<file path="config.mk">
export PLATFORM = sky130hd
export DESIGN_NAME = xrv_id
export DESIGN_NICKNAME = d
export VERILOG_FILES = /design/src/rtl/xrv_id.sv
export SDC_FILE = /design/constraint.sdc
export NUM_CORES = 1
export LEC_CHECK = 0
export ABC_CLOCK_PERIOD_IN_PS = 5050
export BUFFER_PORTS_ARGS = -buffer_cell sky130_fd_sc_hd__buf_2
export CORE_MARGIN = 5
export CORE_UTILIZATION = 54
export DETAILED_ROUTE_END_ITERATION = 8
export GPL_TIMING_DRIVEN = 0
export PLACE_DENSITY_LB_ADDON = 0.12
export SLEW_MARGIN = 20
export SYNTH_ARGS = -nofsm -noshare
export SYNTH_HDL_FRONTEND = slang
export SYNTH_SLANG_ARGS = --single-unit
</file>
<file path="constraint.sdc">
create_clock -name clk -period 5.05 [get_ports clk]
set_input_delay 0.2525 -clock clk [delete_from_list [all_inputs] [get_ports clk]]
set_output_delay 0.2525 -clock clk [all_outputs]
set_load 0.02 [all_outputs]
</file>
<file path="src/rtl/xrv_id.sv">
// xriscv decode stage: skid FIFO of fetched words feeding a registered
// RV32I decoder that issues single-cycle pulses to execute.
module xrv_id #(
   parameter int DEPTH = 2
) (
   input  logic        clk,
   input  logic        rst,
   input  logic        if_valid,
   input  logic [31:0] if_pc,
   input  logic [31:0] if_instr,
   output logic        if_ready,
   input  logic        ex_jmp,
   input  logic        ncycle_alu_wait,
   input  logic        ls_done,
   output logic        ex_valid,
   output logic [31:0] ex_pc,
   output logic        op_lui,
   output logic        op_auipc,
   output logic        op_jal,
   output logic        op_jalr,
   output logic        op_branch,
   output logic        op_load,
   output logic        op_store,
   output logic        op_imm,
   output logic        op_reg,
   output logic        op_is_compressed,
   output logic [31:0] imm_signed,
   output logic [31:0] imm_unsigned,
   output logic [4:0]  src1,
   output logic [4:0]  src2,
   output logic [4:0]  dest,
   output logic [2:0]  funct3,
   output logic [6:0]  funct7,
   output logic        illegal_instr
);
   localparam int AW = (DEPTH > 1) ? $clog2(DEPTH) : 1;
   localparam int CW = $clog2(DEPTH + 1);

   logic [31:0]   pc_q  [DEPTH];
   logic [31:0]   ins_q [DEPTH];
   logic [AW-1:0] rd_ptr;
   logic [AW-1:0] wr_ptr;
   logic [CW-1:0] count;
   logic          ls_wait;
   logic          alu_hold;
   logic          push;
   logic          issue;
   logic [31:0]   instr;
   logic          d_lui, d_auipc, d_jal, d_jalr, d_branch;
   logic          d_load, d_store, d_imm, d_reg, known;
   logic [31:0]   imm_i, imm_s, imm_b, imm_u, imm_j, imm_sel;

   function automatic logic [AW-1:0] nxt(input logic [AW-1:0] p);
      return (p == AW'(DEPTH - 1)) ? '0 : p + 1'b1;
   endfunction

   assign if_ready = ~rst & (count < CW'(DEPTH));
   assign push     = if_valid & if_ready & ~ex_jmp;
   assign issue    = (count != '0) & ~ls_wait & ~alu_hold & ~ex_jmp;
   assign instr    = ins_q[rd_ptr];
   assign op_is_compressed = 1'b0;

   assign imm_i = {{20{instr[31]}}, instr[31:20]};
   assign imm_s = {{20{instr[31]}}, instr[31:25], instr[11:7]};
   assign imm_b = {{19{instr[31]}}, instr[31], instr[7],
                   instr[30:25], instr[11:8], 1'b0};
   assign imm_u = {instr[31:12], 12'h000};
   assign imm_j = {{11{instr[31]}}, instr[31], instr[19:12],
                   instr[20], instr[30:21], 1'b0};

   always_comb begin
      d_lui    = 1'b0;
      d_auipc  = 1'b0;
      d_jal    = 1'b0;
      d_jalr   = 1'b0;
      d_branch = 1'b0;
      d_load   = 1'b0;
      d_store  = 1'b0;
      d_imm    = 1'b0;
      d_reg    = 1'b0;
      known    = 1'b1;
      unique case (instr[6:0])
         7'b0110111: d_lui    = 1'b1;
         7'b0010111: d_auipc  = 1'b1;
         7'b1101111: d_jal    = 1'b1;
         7'b1100111: d_jalr   = 1'b1;
         7'b1100011: d_branch = 1'b1;
         7'b0000011: d_load   = 1'b1;
         7'b0100011: d_store  = 1'b1;
         7'b0010011: d_imm    = 1'b1;
         7'b0110011: d_reg    = 1'b1;
         7'b0001111, 7'b1110011: ;
         default:    known    = 1'b0;
      endcase
   end

   always_comb begin
      imm_sel = '0;
      unique case (1'b1)
         d_jalr | d_load | d_imm: imm_sel = imm_i;
         d_store:                 imm_sel = imm_s;
         d_branch:                imm_sel = imm_b;
         d_lui | d_auipc:         imm_sel = imm_u;
         d_jal:                   imm_sel = imm_j;
         default: ;
      endcase
   end

   // Payload storage needs no reset; validity lives in count.
   always_ff @(posedge clk) begin
      if (push) begin
         pc_q[wr_ptr]  <= if_pc;
         ins_q[wr_ptr] <= if_instr;
      end
   end

   always_ff @(posedge clk or posedge rst) begin
      if (rst) begin
         rd_ptr   <= '0;
         wr_ptr   <= '0;
         count    <= '0;
         ls_wait  <= 1'b0;
         alu_hold <= 1'b0;
      end else begin
         alu_hold <= ncycle_alu_wait;
         if (issue & (d_load | d_store))
            ls_wait <= 1'b1;
         else if (ls_done)
            ls_wait <= 1'b0;
         if (ex_jmp) begin
            rd_ptr <= '0;
            wr_ptr <= '0;
            count  <= '0;
         end else begin
            if (push)
               wr_ptr <= nxt(wr_ptr);
            if (issue)
               rd_ptr <= nxt(rd_ptr);
            count <= count + CW'(push) - CW'(issue);
         end
      end
   end

   always_ff @(posedge clk or posedge rst) begin
      if (rst) begin
         ex_valid      <= 1'b0;
         illegal_instr <= 1'b0;
         ex_pc         <= '0;
         op_lui        <= 1'b0;
         op_auipc      <= 1'b0;
         op_jal        <= 1'b0;
         op_jalr       <= 1'b0;
         op_branch     <= 1'b0;
         op_load       <= 1'b0;
         op_store      <= 1'b0;
         op_imm        <= 1'b0;
         op_reg        <= 1'b0;
         imm_signed    <= '0;
         imm_unsigned  <= '0;
         src1          <= '0;
         src2          <= '0;
         dest          <= '0;
         funct3        <= '0;
         funct7        <= '0;
      end else begin
         ex_valid      <= issue;
         illegal_instr <= issue & ~known;
         if (issue) begin
            ex_pc        <= pc_q[rd_ptr];
            op_lui       <= d_lui;
            op_auipc     <= d_auipc;
            op_jal       <= d_jal;
            op_jalr      <= d_jalr;
            op_branch    <= d_branch;
            op_load      <= d_load;
            op_store     <= d_store;
            op_imm       <= d_imm;
            op_reg       <= d_reg;
            imm_signed   <= imm_sel;
            imm_unsigned <= imm_i;
            src1 <= (d_lui | d_auipc | d_jal) ? 5'd0 : instr[19:15];
            src2 <= instr[24:20];
            dest <= (d_branch | d_store | ~known) ? 5'd0 : instr[11:7];
            funct3       <= instr[14:12];
            funct7       <= instr[31:25];
         end
      end
   end
endmodule

</file>
==> flow_metrics.tcl <==
set metrics [dict create \
    status "complete, no violations" \
    clockBufferDepth 3 \
    worstPathMaxFanout 11 \
    path_clk_slew_ps 60 \
    wirelength_um 22600 \
    syn_nets 737 \
    internal_power_w 0.00394 \
    drv_cap 0 \
    setup_viol 0 \
    design.portCount 204 \
    fp.dieW_um 141 \
    rsz0062_at_grt "false" \
    tns_ps 0 \
    synth_mux_area_share_pct 7.50 \
    antenna_found_initial 0 \
    grt_pass1_vias 6659 \
    netlist.top_cell.by_area "edfxtp_1" \
    die_y_um 141 \
    drv_slew 0 \
    worstRegToRegCells 10 \
    worst-path-stages 10 \
    yosys.area.top_type_share_pct 41.5 \
    postRouteAntennaNets 0 \
    final_util_pct 72.4 \
    switching_share_pct 32.6 \
    gp_congestion 0.831 \
    yosys.area_share.simple_pct 8.20 \
    h-tree-depth 1 \
    die_area_um2 19900 \
    yosysMostFrequentCell "edfxtp_1" \
    whs_ps 116 \
    synth_common_cells "edfxtp_1 (128), dfrtp_1 (106), nand2_1 (83)" \
    synth.area.top_cells "edfxtp_1 (42%), dfrtp_1 (29%), mux2i_1 (5.4%), nand2_1 (3.4%), buf_4 (2.9%)" \
    cts_buffers 24 \
    p_leak_nw 5.18 \
    drive_gt1_share_pct 31.7 \
    crit_family "buffers and inverters" \
    max_freq_ghz 0.334 \
    synth-edff-count 128 \
    worst_ep_required_time_ps 5440 \
    clk_latency_ps 500 \
    fill_cells 1178 \
    synth_compound_area_share_pct 9.05 \
    place_inst 1092 \
    rr_startpoint "ls_wait" \
    power.density_nw_per_um2 483 \
    n_antenna_cell 0 \
    numClockSinks 234 \
    cp.arrival_ps 3390 \
    synth_top_family_by_area "compound AO/OA/AOI/OAI gates" \
    cts_root_buf "clkbuf_16" \
    fin_skew_ps 11.0 \
    cp-start-kind "flip-flop" \
    clkPwrFrac_pct 28.0 \
    slowest_stage "buf_1" \
    synth_seq_cells 234 \
    period_share_pct 59.4 \
    grt_remaining_overflow 0 \
    synth_fa_ha_area_share_pct 0.270 \
    p_sw_w 0.00191 \
    crit_buf_inv 4 \
    power_frac_seq_pct 43.3 \
    whs_path_depth 4 \
    synthFlopType "edfxtp_1" \
    core_area_um2 16700 \
    tritoncts "yes" \
    area_growth_pct 30.7 \
    fin_nets 1038 \
    fin_cells 1203 \
    drtPass1Iterations 5 \
    p_comb_share_pct 28.7 \
    post-cts-setup-buffers 0 \
    reg_top3 "ins_q x64, pc_q x64" \
    max_slew.worst_pin.slew_ps 701 \
    cp_slowest_stage_delay_ps 490 \
    syn-cell-area_um2 9260 \
    hold_path.class "in2reg" \
    startpoint "ls_wait" \
    wl_per_cell_um 18.8 \
    initial_utilization_pct 55.4 \
    via_per_inst 5.32 \
    peakVddDrop_mv 0.392 \
    grt.total_usage_pct 22.5 \
    rows 47 \
    first_iter_violations 386 \
    portBuffers 202 \
    slew_headroom_pct 53.1 \
    synth_xor_xnor_area_share_pct 0.378 \
    grt_max_degree 78 \
    crit_chain "nor2_1 > nand3_1 > inv_1 > buf_2 > buf_1 > ha_1 > inv_1 > ha_1 > xnor2_1 > nor2_1" \
    syn_inst 665 \
    via_count 6398 \
    synth_cell_types 58 \
    async_reset_ff_share_pct 45.3 \
    critical_path_class "reg2reg" \
    synth_warnings 0 \
    grt_first_pass_wirelength_um 35800 \
    worst_setup_path_end_kind "flip-flop" \
    drcViolationCount 0 \
    hp-start "if_valid" \
    dp_hpwl_um 15600 \
    fin_crit_ps 3000 \
    final_hold_viol_count 0 \
    synth_area_per_cell_um2 13.9 \
    yosysSeqAreaShare_pct 70.2 \
]
## timing repair
action / 4_1_cts / 5_1_grt
hold endpoints to repair: 163 / 0
hold buffers: 68 / 0
resized for setup: 0 / 0
## path summary, 6_finish.rpt
path	endpoint	slack (ps)
min	wr_ptr	120
max reg2reg	count[1]	2050
max	count[1]	2050
min in group asynchronous	count[1]	290
min reg2reg	src1[2]	470
max in group asynchronous	ex_pc[22]	4070
## logic make-up (layout without fill, tap and decap cells)
| logic type | count (synthesis) | in the layout |
|---|---|---|
| DFF | 234 | 234 |
| and+or+nand+nor | 160 | 160 |
| AOI/OAI and AO/OA | 130 | 130 |
| buffers and inverters | 68 | 386 |
| muxes | 66 | 66 |
| xor gates and xnor gates | 4 | 4 |
| adders and majority gates | 2 | 2 |
| other | 1 | 1 |
## placed cells by master (no fill, tap or decap), types with 5 or more instances in the layout
cell,n
o211ai_1,9
mux2i_1,50
or3_1,5
nor3_1,10
clkbuf_1,24
and2_1,10
mux2_2,14
nand2_1,83
buf_2,209
a21oi_1,14
edfxtp_1,128
a21o_1,8
clkbuf_16,25
o21ai_0,53
nor2_1,23
dfrtp_1,106
buf_4,36
o21ai_1,9
dlygate4sd3_1,68
o31ai_1,8
inv_1,6
a22o_1,8
## cell type report
cell class / instances / area [µm²] / area share [%]
plain buffers: 61 / 380 / 3.14
clock buffers: 37 / 701 / 5.79
clock inverters: 6 / 28.8 / 0.238
inverters: 7 / 31.3 / 0.259
multi-input cells: 363 / 2370 / 19.6
flip-flops and latches: 234 / 6500 / 53.7
well taps: 220 / 275 / 2.28
repair buffers: 275 / 1810 / 15.0
## worst reg2reg max path, delay by kind of cell (launching register included)
| kind | cells | cell delay, ps |
|---|---|---|
| flip-flops | 1 | 370 |
| adder cells (fa/ha/maj) | 2 | 500 |
| buffers and inverters | 4 | 1180 |
| XOR/XNOR | 1 | 130 |
| AND/OR/NAND/NOR | 3 | 720 |
## per-layer routing
layer  global-route usage [%]  wire length [µm]  vias to the layer above
met2                     39.2             11300                      227
li1                         -                 -                     2995
met3                     4.13              1610                       38
met5                        0                 0                        -
met4                     5.81               493                        0
met1                     29.4              9230                     3138
## through the flow
stage | setup WS, ps | power (W) | area, µm²
2_1_floorplan | 923 | 0.00358 | 9260
3_3_place_gp | -392 | 0.00415 | 10500
3_5_place_dp | 2090 | 0.00421 | 10700
4_1_cts | 2080 | 0.00588 | 12100
5_1_grt | 1790 | 0.00612 | 12100
6_report | 2050 | 0.00584 | 12100
## power groups by stage
stage          clock [W]  sequential (W)  combinational [W]
2_1_floorplan          0         0.00287           0.000707
3_3_place_gp           0         0.00254            0.00160
3_5_place_dp           0         0.00256            0.00165
4_1_cts          0.00166         0.00253            0.00169
5_1_grt          0.00174         0.00257            0.00180
6_report         0.00164         0.00253            0.00168
No activity file was read; power rests on OpenSTA's default activity.
